## src/rtl/tristate_bus_arbiter.sv

```systemverilog
// ----------------------------------------------------------------------------
// tristate_bus_arbiter
//
// Purpose:
//   Sits directly in front of the tristate drivers of a shared bus. It grants
//   the bus to one of N requesters in round-robin order and limits how long an
//   owner may hold it. Between two owners it forces an all-off turnaround gap,
//   so that two drivers can never fight over the bus.
//
// Ports:
//   clk_in     - rising-edge clock
//   rst_n_in   - asynchronous active-low reset
//   req_in     - per-requester level request, sampled on clk_in
//   gnt_out    - one-hot grant back to the requester
//   en_out     - one-hot tristate enable (bit i drives a_in of driver i),
//                always equal to gnt_out
//   owner_out  - index of the current owner, 0 when the bus is idle or turning
//   busy_out   - high while any enable is high
// ----------------------------------------------------------------------------
module tristate_bus_arbiter #(
   parameter int N         = 4,
   parameter int MAX_HOLD  = 8,
   parameter int TA_CYCLES = 1
) (
   input  logic                 clk_in,
   input  logic                 rst_n_in,
   input  logic [N-1:0]         req_in,
   output logic [N-1:0]         gnt_out,
   output logic [N-1:0]         en_out,
   output logic [$clog2(N)-1:0] owner_out,
   output logic                 busy_out
);

   localparam int IW = $clog2(N);
   localparam int HW = (MAX_HOLD  > 1) ? $clog2(MAX_HOLD)  : 1;
   localparam int TW = (TA_CYCLES > 1) ? $clog2(TA_CYCLES) : 1;

   localparam logic [HW-1:0] HOLD_LAST = HW'(MAX_HOLD - 1);
   localparam logic [TW-1:0] TA_LAST   = TW'(TA_CYCLES - 1);

   localparam logic [1:0] S_IDLE  = 2'd0;
   localparam logic [1:0] S_GRANT = 2'd1;
   localparam logic [1:0] S_TURN  = 2'd2;

   logic [1:0]    state_q, state_d;
   logic [N-1:0]  gnt_q, gnt_d;
   logic [IW-1:0] owner_q, owner_d;
   logic [IW-1:0] ptr_q, ptr_d;
   logic [HW-1:0] hold_q, hold_d;
   logic [TW-1:0] ta_q, ta_d;
   logic          busy_q;

   logic [IW-1:0] pickIdx;
   logic [N-1:0]  pickGnt;
   logic [IW:0]   scanIdx;
   logic [IW:0]   ownerInc;
   logic [IW-1:0] ptrAfterOwner;

   // Round-robin search: first set request starting at ptr_q, wrapping
   // modulo N. The sum is one bit wider so the wrap works for any N.
   always_comb begin
      pickIdx = '0;
      scanIdx = '0;
      for (int k = N - 1; k >= 0; k--) begin
         scanIdx = {1'b0, ptr_q} + (IW+1)'(k);
         if (scanIdx >= (IW+1)'(N)) begin
            scanIdx = scanIdx - (IW+1)'(N);
         end
         if (req_in[scanIdx[IW-1:0]]) begin
            pickIdx = scanIdx[IW-1:0];
         end
      end
      pickGnt = N'(1) << pickIdx;
   end

   // After a release the owner drops to lowest priority: the search starts
   // at the requester just after it.
   always_comb begin
      ownerInc = {1'b0, owner_q} + (IW+1)'(1);
      if (ownerInc >= (IW+1)'(N)) begin
         ptrAfterOwner = '0;
      end else begin
         ptrAfterOwner = ownerInc[IW-1:0];
      end
   end

   // Next-state logic. A release always passes through turnaround, even
   // when another request is already waiting, so enables never change
   // directly from one owner to another.
   always_comb begin
      state_d = state_q;
      gnt_d   = gnt_q;
      owner_d = owner_q;
      ptr_d   = ptr_q;
      hold_d  = hold_q;
      ta_d    = ta_q;
      case (state_q)
         S_IDLE: begin
            if (|req_in) begin
               state_d = S_GRANT;
               gnt_d   = pickGnt;
               owner_d = pickIdx;
               hold_d  = '0;
            end
         end
         S_GRANT: begin
            if (!req_in[owner_q] || (hold_q == HOLD_LAST)) begin
               state_d = S_TURN;
               gnt_d   = '0;
               owner_d = '0;
               ptr_d   = ptrAfterOwner;
               ta_d    = '0;
            end else begin
               hold_d = hold_q + HW'(1);
            end
         end
         S_TURN: begin
            if (ta_q == TA_LAST) begin
               if (|req_in) begin
                  state_d = S_GRANT;
                  gnt_d   = pickGnt;
                  owner_d = pickIdx;
                  hold_d  = '0;
               end else begin
                  state_d = S_IDLE;
               end
            end else begin
               ta_d = ta_q + TW'(1);
            end
         end
         default: begin
            state_d = S_IDLE;
            gnt_d   = '0;
            owner_d = '0;
         end
      endcase
   end

   // State registers; reset clears the enables without waiting for a clock.
   always_ff @(posedge clk_in or negedge rst_n_in) begin
      if (!rst_n_in) begin
         state_q <= S_IDLE;
         gnt_q   <= '0;
         owner_q <= '0;
         ptr_q   <= '0;
         hold_q  <= '0;
         ta_q    <= '0;
         busy_q  <= 1'b0;
      end else begin
         state_q <= state_d;
         gnt_q   <= gnt_d;
         owner_q <= owner_d;
         ptr_q   <= ptr_d;
         hold_q  <= hold_d;
         ta_q    <= ta_d;
         busy_q  <= |gnt_d;
      end
   end

   assign gnt_out   = gnt_q;
   assign en_out    = gnt_q;
   assign owner_out = owner_q;
   assign busy_out  = busy_q;

endmodule

```

## config.mk

```make
export PLATFORM = sky130hd
export DESIGN_NAME = tristate_bus_arbiter
export DESIGN_NICKNAME = d
export VERILOG_FILES = /design/src/rtl/tristate_bus_arbiter.sv
export SDC_FILE = /design/constraint.sdc
export NUM_CORES = 1
export LEC_CHECK = 0
export ABC_AREA = 1
export ABC_CLOCK_PERIOD_IN_PS = 4000
export CAP_MARGIN = 20
export CORE_MARGIN = 2
export CORE_UTILIZATION = 35
export DETAILED_ROUTE_END_ITERATION = 7
export HOLD_SLACK_MARGIN = 0.15
export PLACE_DENSITY = 0.66
export RECOVER_POWER = 25
export SYNTH_ARGS = -nofsm -noshare
export SYNTH_HDL_FRONTEND = slang
export SYNTH_SLANG_ARGS = --single-unit
```

## constraint.sdc

```tcl
create_clock -name clk_in -period 4 [get_ports clk_in]
set_input_delay 0.4 -clock clk_in [delete_from_list [all_inputs] [get_ports clk_in]]
set_output_delay 0.4 -clock clk_in [all_outputs]
set_load 0.005 [all_outputs]
```

==> results_dict.tcl <==
set metrics [dict create \
    required_ps 4180 \
    initial_util 0.370 \
    synth_area_um2 917 \
    worst_r2r_endpoint "busy_out" \
    wl_um 1770 \
    clock.fmax_ghz 0.580 \
    final-max-slew-violation-count 0 \
    cts_repair_resize_count 0 \
    ys_top_cells_by_area "sky130_fd_sc_hd__dfrtp_1 38%, sky130_fd_sc_hd__nand2_1 14%, sky130_fd_sc_hd__nand2_2 5.5%" \
    power.static_leakage_nw 0.565 \
    report.power.total_mw 0.874 \
    end_kind "flop" \
    input_output_buffers 16 \
    detailed_placement_wirelength_estimate_um 1460 \
    synth_seq_cells 14 \
    rsz0062_at_grt "false" \
    postSynthCellCount 118 \
    critical_hold_path_startpoint "en_out[3]" \
    worstSetupPathType "input port to flop" \
    setup_tns_ps 0 \
    share_seq_of_total_power 0.287 \
    detailed_route_via_count 776 \
    core_um2 2480 \
    share_comb_of_total_power 0.599 \
    ant_nets 0 \
    floorplan.die_area_um2 3050 \
    r2r_start "ptr_q[0]" \
    worst_hold_path.endpoint "en_out[3]" \
    r2r.worst_path.cells 13 \
    clock_latency_ps 280 \
    cts.path.max_buffers 2 \
    finalNonFillerCells 163 \
    yosysUniqueCellTypes 23 \
    detail_route.first_pass.iterations 4 \
    final.min_clock_period_ps 1730 \
    place_worst_setup_slack_ps 1980 \
    power.net_switching_mw 0.406 \
    final_layout_size_suffix_gt1_frac 0.211 \
    run_status "finished, final reports clean" \
    ir_worst_vdd_mv 0.354 \
    fin_crit_sh 0.431 \
    netlist.area_leader.share 0.382 \
    hold_viol_final 0 \
    synth-seq-area-share 0.382 \
    p_sw_frac 0.464 \
    antenna_found_initial 0 \
    report.final.setup_viol 0 \
    floorplan.die.width_um 55.2 \
    gr-total-overflow 0 \
    detailed_router_s_first_iteration_violation_count 7 \
    worstMarginPinSlew_ps 649 \
    synthesis.nets 127 \
    worst-path-max-fanout 4 \
    netlist_top_cells_count "35 x sky130_fd_sc_hd__nand2_1, 14 x sky130_fd_sc_hd__dfrtp_1, 12 x sky130_fd_sc_hd__inv_1" \
    synth_ff_type "sky130_fd_sc_hd__dfrtp_1" \
    postSynth.asyncResetShare 1.00 \
    power.clock.fraction 0.114 \
    cts_tree "done" \
    num_io_pins 17 \
    synth-edff-count 0 \
    clock_tree_root_buffer_cell "sky130_fd_sc_hd__clkbuf_4" \
    power_density_nw_per_um2 787 \
    grt_max_degree 15 \
    cts.sinks 14 \
    synthToLayoutAreaGrowth_pct 21.0 \
    gp_congestion 0.799 \
    path_type_of_the_worst_min_delay_path "flop to flop" \
    drt-vias-per-instance 4.76 \
    yosys.cell_count.top_type "sky130_fd_sc_hd__nand2_1" \
    yosys_warning_count 0 \
    global_route_wire_length_before_repair_um 3170 \
    wl_per_cell_um 10.9 \
    route.detailed.drc 0 \
    ctsHoldBuffers 0 \
    internal_power_mw 0.468 \
    maxCapViolations 0 \
    die_h_um 55.2 \
    design.final.nets 143 \
    min_delay_path_depth 2 \
    layout_setup_ws_ps 2270 \
    critPathLaunchType "input port" \
    h-tree-depth 1 \
    clkSlewWorstSetupHoldPaths_ps 90 \
    antenna_cells_inserted 0 \
    r2r_setup_slack_ps 2430 \
    grt_pass1_vias 746 \
    slew-limit-headroom 0.566 \
    skew_ps 9.71 \
    tritoncts.num_buffers 3 \
    global_route.usage.total 0.144 \
    synth.avg_cell_area_um2 7.77 \
    cts_setup_buffers 0 \
    dp_cells 159 \
    std_cell_rows 18 \
    synth_top_cell_by_area "sky130_fd_sc_hd__dfrtp_1" \
    worst_ep_arrival_time_ps 1900 \
]
-- placed cells by master (no fill, tap or decap), drive strengths merged, types with 2 or more instances in the layout --
master         count
nor2               4
o21ai              9
inv               18
clkbuf             4
clkdlybuf4s50     15
nand3             12
ha                 3
nand4              2
nand2             44
o22ai              2
a21oi              2
dfrtp             14
-- registers in the layout (all words and copies together), names as in the netlist --
name,count
busy_out,1
owner_out,2
en_out,4
ptr_q,2
hold_q,3
state_q,2
-- power by group through the flow --
stage	combinational (mW)	clock, mW	sequential (mW)
after floorplan	0.418	0	0.237
after global placement	0.519	0	0.254
after detailed placement	0.527	0	0.255
after CTS	0.531	0.104	0.252
after global routing	0.610	0.110	0.260
final	0.523	0.0995	0.251
-- worst max path at each step --
stage / end / cells after the start / from
after floorplan: busy_out / 13 / ptr_q[0]
after global placement: busy_out / 12 / req_in[3]
after detailed placement: busy_out / 12 / req_in[3]
after CTS: busy_out / 12 / req_in[3]
after global routing: busy_out / 12 / req_in[3]
final: busy_out / 12 / req_in[3]
-- critical path, cell delays in order --
cell,delay (ps)
sky130_fd_sc_hd__clkdlybuf4s50_1,570
sky130_fd_sc_hd__inv_2,50
sky130_fd_sc_hd__o21ai_1,170
sky130_fd_sc_hd__nand2_1,110
sky130_fd_sc_hd__nand3_2,100
sky130_fd_sc_hd__nand2_1,60
sky130_fd_sc_hd__nand2_2,80
sky130_fd_sc_hd__nand2_2,80
sky130_fd_sc_hd__nand3_2,70
sky130_fd_sc_hd__nand2_2,50
sky130_fd_sc_hd__nor2_1,100
sky130_fd_sc_hd__nand2_1,50
-- final cells by class --
type | count | area [µm²]
fill | 257 | 1370
sequential | 14 | 350
timing repair buffer | 16 | 160
clock buffer | 4 | 36.3
tap | 30 | 37.5
inverter | 18 | 70.1
multi-input combinational | 81 | 455
-- per-layer routing --
metal	GRT usage	vias to the layer above	routed length, µm
li1	-	407	-
met1	0.192	356	857
met2	0.236	11	846
met3	0.0161	2	53
met4	0.0610	0	15
met5	0	-	0
-- kinds of logic (layout without fill, tap and decap cells) --
logic type                 count (synthesis)  after routing  share of synthesized area
DFF                                       14             14                      0.382
and+or+nand+nor                           63             63                      0.349
adders and majority gates                  3              3                     0.0409
buffers and inverters                     23             38                      0.121
AOI/OAI and AO/OA                         15             15                      0.106
-- stage by stage --
| step | hold slack [ps] | cell area (µm²) | utilization |
|---|---|---|---|
| 3_5_place_dp | 523 | 1070 | 0.433 |
| 5_1_grt | 579 | 1110 | 0.448 |
| 3_3_place_gp | 518 | 1070 | 0.433 |
| 6_report | 544 | 1110 | 0.448 |
| 4_1_cts | 522 | 1110 | 0.448 |
| 2_1_floorplan | 104 | 917 | - |
Note: power is estimated with default switching activity, not from simulation.
==> edit 1: new RTL, config.mk and constraints unchanged <==
The parameter `MAX_HOLD` goes from 8 to 4.
--- a/src/rtl/tristate_bus_arbiter.sv
+++ b/src/rtl/tristate_bus_arbiter.sv
@@ -19,7 +19,7 @@
 // ----------------------------------------------------------------------------
 module tristate_bus_arbiter #(
    parameter int N         = 4,
-   parameter int MAX_HOLD  = 8,
+   parameter int MAX_HOLD  = 4,
    parameter int TA_CYCLES = 1
 ) (
    input  logic                 clk_in,
Check against the original RTL: not equivalent (a bounded check fails within 10 cycles, from zero or initial values and one cycle with rst_n_in low).
==> edit 1 against the original RTL <==
- worst hold slack got worse by 0.056 ns
- wire length down 9.0%
- total power fell by 9.9%
- core utilization is 0.68 points higher
- global-route usage is 0.95 points lower
- sequential cell count shrank 1
- cell area is 9.4% lower
- synthesized area decreased by 10%
- via count shrank 5.0%
- sequential share of layout area rose by 0.77 points
- worst setup slack lost 0.065 ns
- cell count decreased by 5.5%
- sequential power is essentially flat
- critical path type is now reg -> reg
- critical endpoint unchanged
==> edit 1: results (changes against the original RTL) <==
[grt]
antenna_found_initial=0  ; unchanged
groute.usage.overall_pct=13.5  ; -0.95 points
grt_pass1_wl_um=2750  ; -13%
grt_max_degree=14  ; -1

[layout]
n_fill_cell=232  ; -9.7%
drive_above_1_share_pct=18.3  ; -2.8 points
largest_reg_flops=4  ; unchanged
finalNetCount=135  ; -5.6%

[setup_path]
max_stage_delay_ns=0.56
r2r_slack_ns=2.21  ; -0.22 ns
cp_slowest_cell=dfrtp_1
arrival_ns=1.95  ; +0.05 ns
cp_top_family=simple AND/OR/NAND/NOR gates
critPathMaxFanout=11  ; +7

[placement]
dp_hpwl_um=1290  ; -11%
place_area_um2=980  ; -8.7%
finalWeightedCongestion=0.816  ; +2.0%

[yosys]
synth_adder_area_share_pct=3.03  ; -1.1 points
synthMuxAreaShare_pct=1.21  ; +1.2 points
syn_avg_cell_area_um2=7.44  ; -4.3%
synth_common_cells=39 x nand2_1, 13 x dfrtp_1, 11 x inv_1, 11 x nand2_2, 6 x nand3_1
synth_cell_types=19  ; -17%
ys_seq_area_share_pct=39.4  ; +1.2 points
synth_area_leaders=dfrtp_1 39%, nand2_1 18%, nand2_2 8.3%
synth_compound_area_share_pct=8.79  ; -1.9 points

[route]
drt_iter0_drc=11  ; +4
finalWirelength_um=1610  ; -9.0%
wl_per_cell_um=10.5  ; -3.6%
avgViaCountPerCell=4.79  ; +0.52%

[sta]
max-slew-margin-rel_pct=61.2  ; +4.6 points
skew_ns=0.00306  ; -0.00665 ns

[power]
peakVddDrop_mv=0.368  ; +4.0%
total_leakage_power_nw=0.522  ; -7.7%

[outcome]
outcome=completed

[floorplan]
fp-row-count=17  ; -1

-- edit 1: logic make-up (layout without fill, tap and decap cells) --
| family | after synthesis | in the layout |
|---|---|---|
| simple gates | 64 | 64 |
| flops | 13 | 13 |
| buf+inv | 19 | 34 |
| mux | 1 | 1 |
| compound gates | 12 | 12 |
| fa+ha+maj | 2 | 2 |
-- edit 1: final cells by class --
| cell class | instances | share of cell area [%] |
|---|---|---|
| clock buffer | 4 | 2.61 |
| timing repair buffer | 16 | 15.9 |
| tap | 28 | 3.48 |
| inverter | 14 | 5.22 |
| multi-input combinational | 79 | 40.4 |
| sequential | 13 | 32.3 |
-- edit 1: worst paths after layout --
kind | startpoint | endpoint | cells after the start
min in group asynchronous | rst_n_in | en_out[2]$_DFF_PN0_ | 1
worst min register to register | hold_q[0]$_DFFE_PN0P_ | hold_q[0]$_DFFE_PN0P_ | 1
worst min-delay path | hold_q[0]$_DFFE_PN0P_ | hold_q[0]$_DFFE_PN0P_ | 1
worst max-delay path | ptr_q[0]$_DFFE_PN0P_ | busy_out$_DFF_PN0_ | 13
max in group asynchronous | rst_n_in | ptr_q[0]$_DFFE_PN0P_ | 1
worst max register to register | ptr_q[0]$_DFFE_PN0P_ | busy_out$_DFF_PN0_ | 13
-- edit 1: power by group --
group	switching (mW)	leakage [nW]	internal, mW	total, mW
combinational	0.261	0.340	0.196	0.457
clock	0.0416	0.0150	0.0386	0.0802
sequential	0.0624	0.167	0.188	0.250
-- edit 1: layer usage --
layer,routed length (um),part of all wire [%],global-route usage (%),vias to the layer above
li1,-,-,-,380
met1,736,46,16.9,342
met5,0,0,0,-
met2,822,51,22.7,11
met3,26,1.6,1.14,4
met4,27,1.7,7.26,0
-- edit 1: worst register-to-register path, stage by stage, from the launching register on --
cell     delay [ns]
dfrtp_1        0.56
inv_1          0.18
nand2_1        0.14
nand3_1        0.09
nand2_1        0.09
nand3_2        0.06
nand2_1        0.06
nand2_1        0.05
nand2_2        0.10
inv_2          0.05
nand2_1        0.06
nand2_2        0.06
nor2_1         0.11
nand2_1        0.07
-- edit 1: through the flow --
step	worst slack [ns]	util, %
floorplan	2.65	-
global placement	2.08	44.3
detailed placement	2.00	44.3
CTS	2.21	45.5
global route	2.01	45.5
finish	2.21	45.5
==> edit 2: new RTL, same settings <==
Without the edit above. Reset style: synchronous (`rst_n_in`), changed in one clocked block. Comments in the files are not updated.
--- a/src/rtl/tristate_bus_arbiter.sv
+++ b/src/rtl/tristate_bus_arbiter.sv
@@ -137,7 +137,7 @@
    end
 
    // State registers; reset clears the enables without waiting for a clock.
-   always_ff @(posedge clk_in or negedge rst_n_in) begin
+   always_ff @(posedge clk_in) begin
       if (!rst_n_in) begin
          state_q <= S_IDLE;
          gnt_q   <= '0;
Behaviour: differs if rst_n_in is asserted again (counterexample within 4 cycles, from zero or initial values and one cycle with rst_n_in low); with rst_n_in held inactive, the same outputs for 10 cycles.
==> edit 2 against the original RTL <==
- synthesized cell count is 15% higher
- critical path type unchanged
- cell area is 2.6% lower
- die area is 2.5% lower
- wire length is 2.3% lower
- synthesized area is 2.7% lower
- worst setup slack worse by 0.12 ns
- count of clock-buffer cells in the layout stayed put
- register-to-register slack worse by 0.17 ns
- highest routed layer unchanged
- via count is 7.7% higher
- sequential cell count stayed put
- critical path depth is 1 higher
Power is not compared: it rests on default switching activity, and its combinational part moved more than twofold at a synthesized area within 25%.
==> edit 2: results (changes against the original RTL) <==
[grt]
gr-usage-met3_pct=4.10  ; +2.5 points
grt_pass1_wl_um=3110  ; -2.0%
use_met2_pct=23.7  ; +0.084 points
grtUsageMet1_pct=18.1  ; -1.1 points
grt_pass1_vias=755  ; +1.2%
groute.usage.overall_pct=14.7  ; +0.24 points
grt_max_degree=14  ; -1

[hold_path]
hold_path_startpoint=hold_q[2]$_SDFFE_PN0P_
hold_path_end=hold_q[2]$_SDFFE_PN0P_

[sta]
skew_ns=0.00336  ; -0.00635 ns
max-slew-margin-rel_pct=70.9  ; +14 points
finalCriticalPeriod_ns=1.85  ; +0.123 ns

[placement]
place_area_um2=1040  ; -2.7%
dp_slack_ns=1.95  ; -0.0329 ns
dp_hpwl_um=1400  ; -4.2%
finalWeightedCongestion=0.820  ; +2.6%

[route]
wl_met1_um=869  ; +1.4%
finalWirelength_um=1730  ; -2.3%
drt_iter0_drc=20  ; +13
met2_length_um=803  ; -5.1%
wl_met3_um=48  ; -9.4%
avgViaCountPerCell=4.64  ; -2.4%

[setup_path]
r2r_slack_ns=2.26  ; -0.17 ns
r2r-start=ptr_q[0]$_SDFFE_PN0P_
critPathMaxFanout=4  ; unchanged
cp_top_family=simple AND/OR/NAND/NOR gates
ff2ff_path_depth=11  ; -2
cp-endpoint=busy_out$_SDFF_PN0_
cp_slowest_cell=dlygate4sd3_1
arrival_ns=2.02  ; +0.12 ns

[yosys]
synth-async-reset-ratio_pct=0  ; -100 points
synth_cell_types=24  ; +4.3%
ys.flop_type=dfxtp_1
synth_area_leaders=dfxtp_1 31%, nand2_1 16%, nand2_2 8.4%
synth_compound_area_share_pct=12.3  ; +1.7 points
synth_common_cells=37 x nand2_1, 15 x inv_1, 15 x nor2_1
ys_seq_area_share_pct=31.4  ; -6.8 points
synth_adder_area_share_pct=4.21  ; +0.11 points
syn_nets=145  ; +14%

[outcome]
outcome=completed

[layout]
drive_above_1_share_pct=15.3  ; -5.7 points
finalNetCount=160  ; +12%

[clock_network]
cts_setup_buffers=0  ; unchanged

edit 2: cell count changes after synthesis, sizes merged, moves of 2 or more:
cell and change:
dfrtp -14, dfxtp +14, nor2 +13, a21oi +8
nand2 +6, o21ai -5, nand3 -3, o22ai -2
edit 2: metrics by stage:
step | hold WS, ns | std cells | util, %
floorplan | 0.443 | 136 | -
global placement | 0.455 | 176 | 42.6
detailed placement | 0.463 | 176 | 42.6
CTS | 0.477 | 180 | 44.0
global route | 0.514 | 180 | 44.0
finish | 0.469 | 180 | 44.0
edit 2: layout make-up:
cell class,count,area [um^2]
Multi-Input combinational cell,99,498
Inverter,17,68.8
Fill cell,261,1370
Clock buffer,4,36.3
Tap cell,30,37.5
Timing Repair Buffer,16,160
Sequential cell,14,280
edit 2: report_power, final:
group	leakage, nW	switching, mW	internal (mW)
Clock	0.0210	0.0470	0.0554
Sequential	0.115	0.0214	0.160
Combinational	0.385	0.0977	0.0817
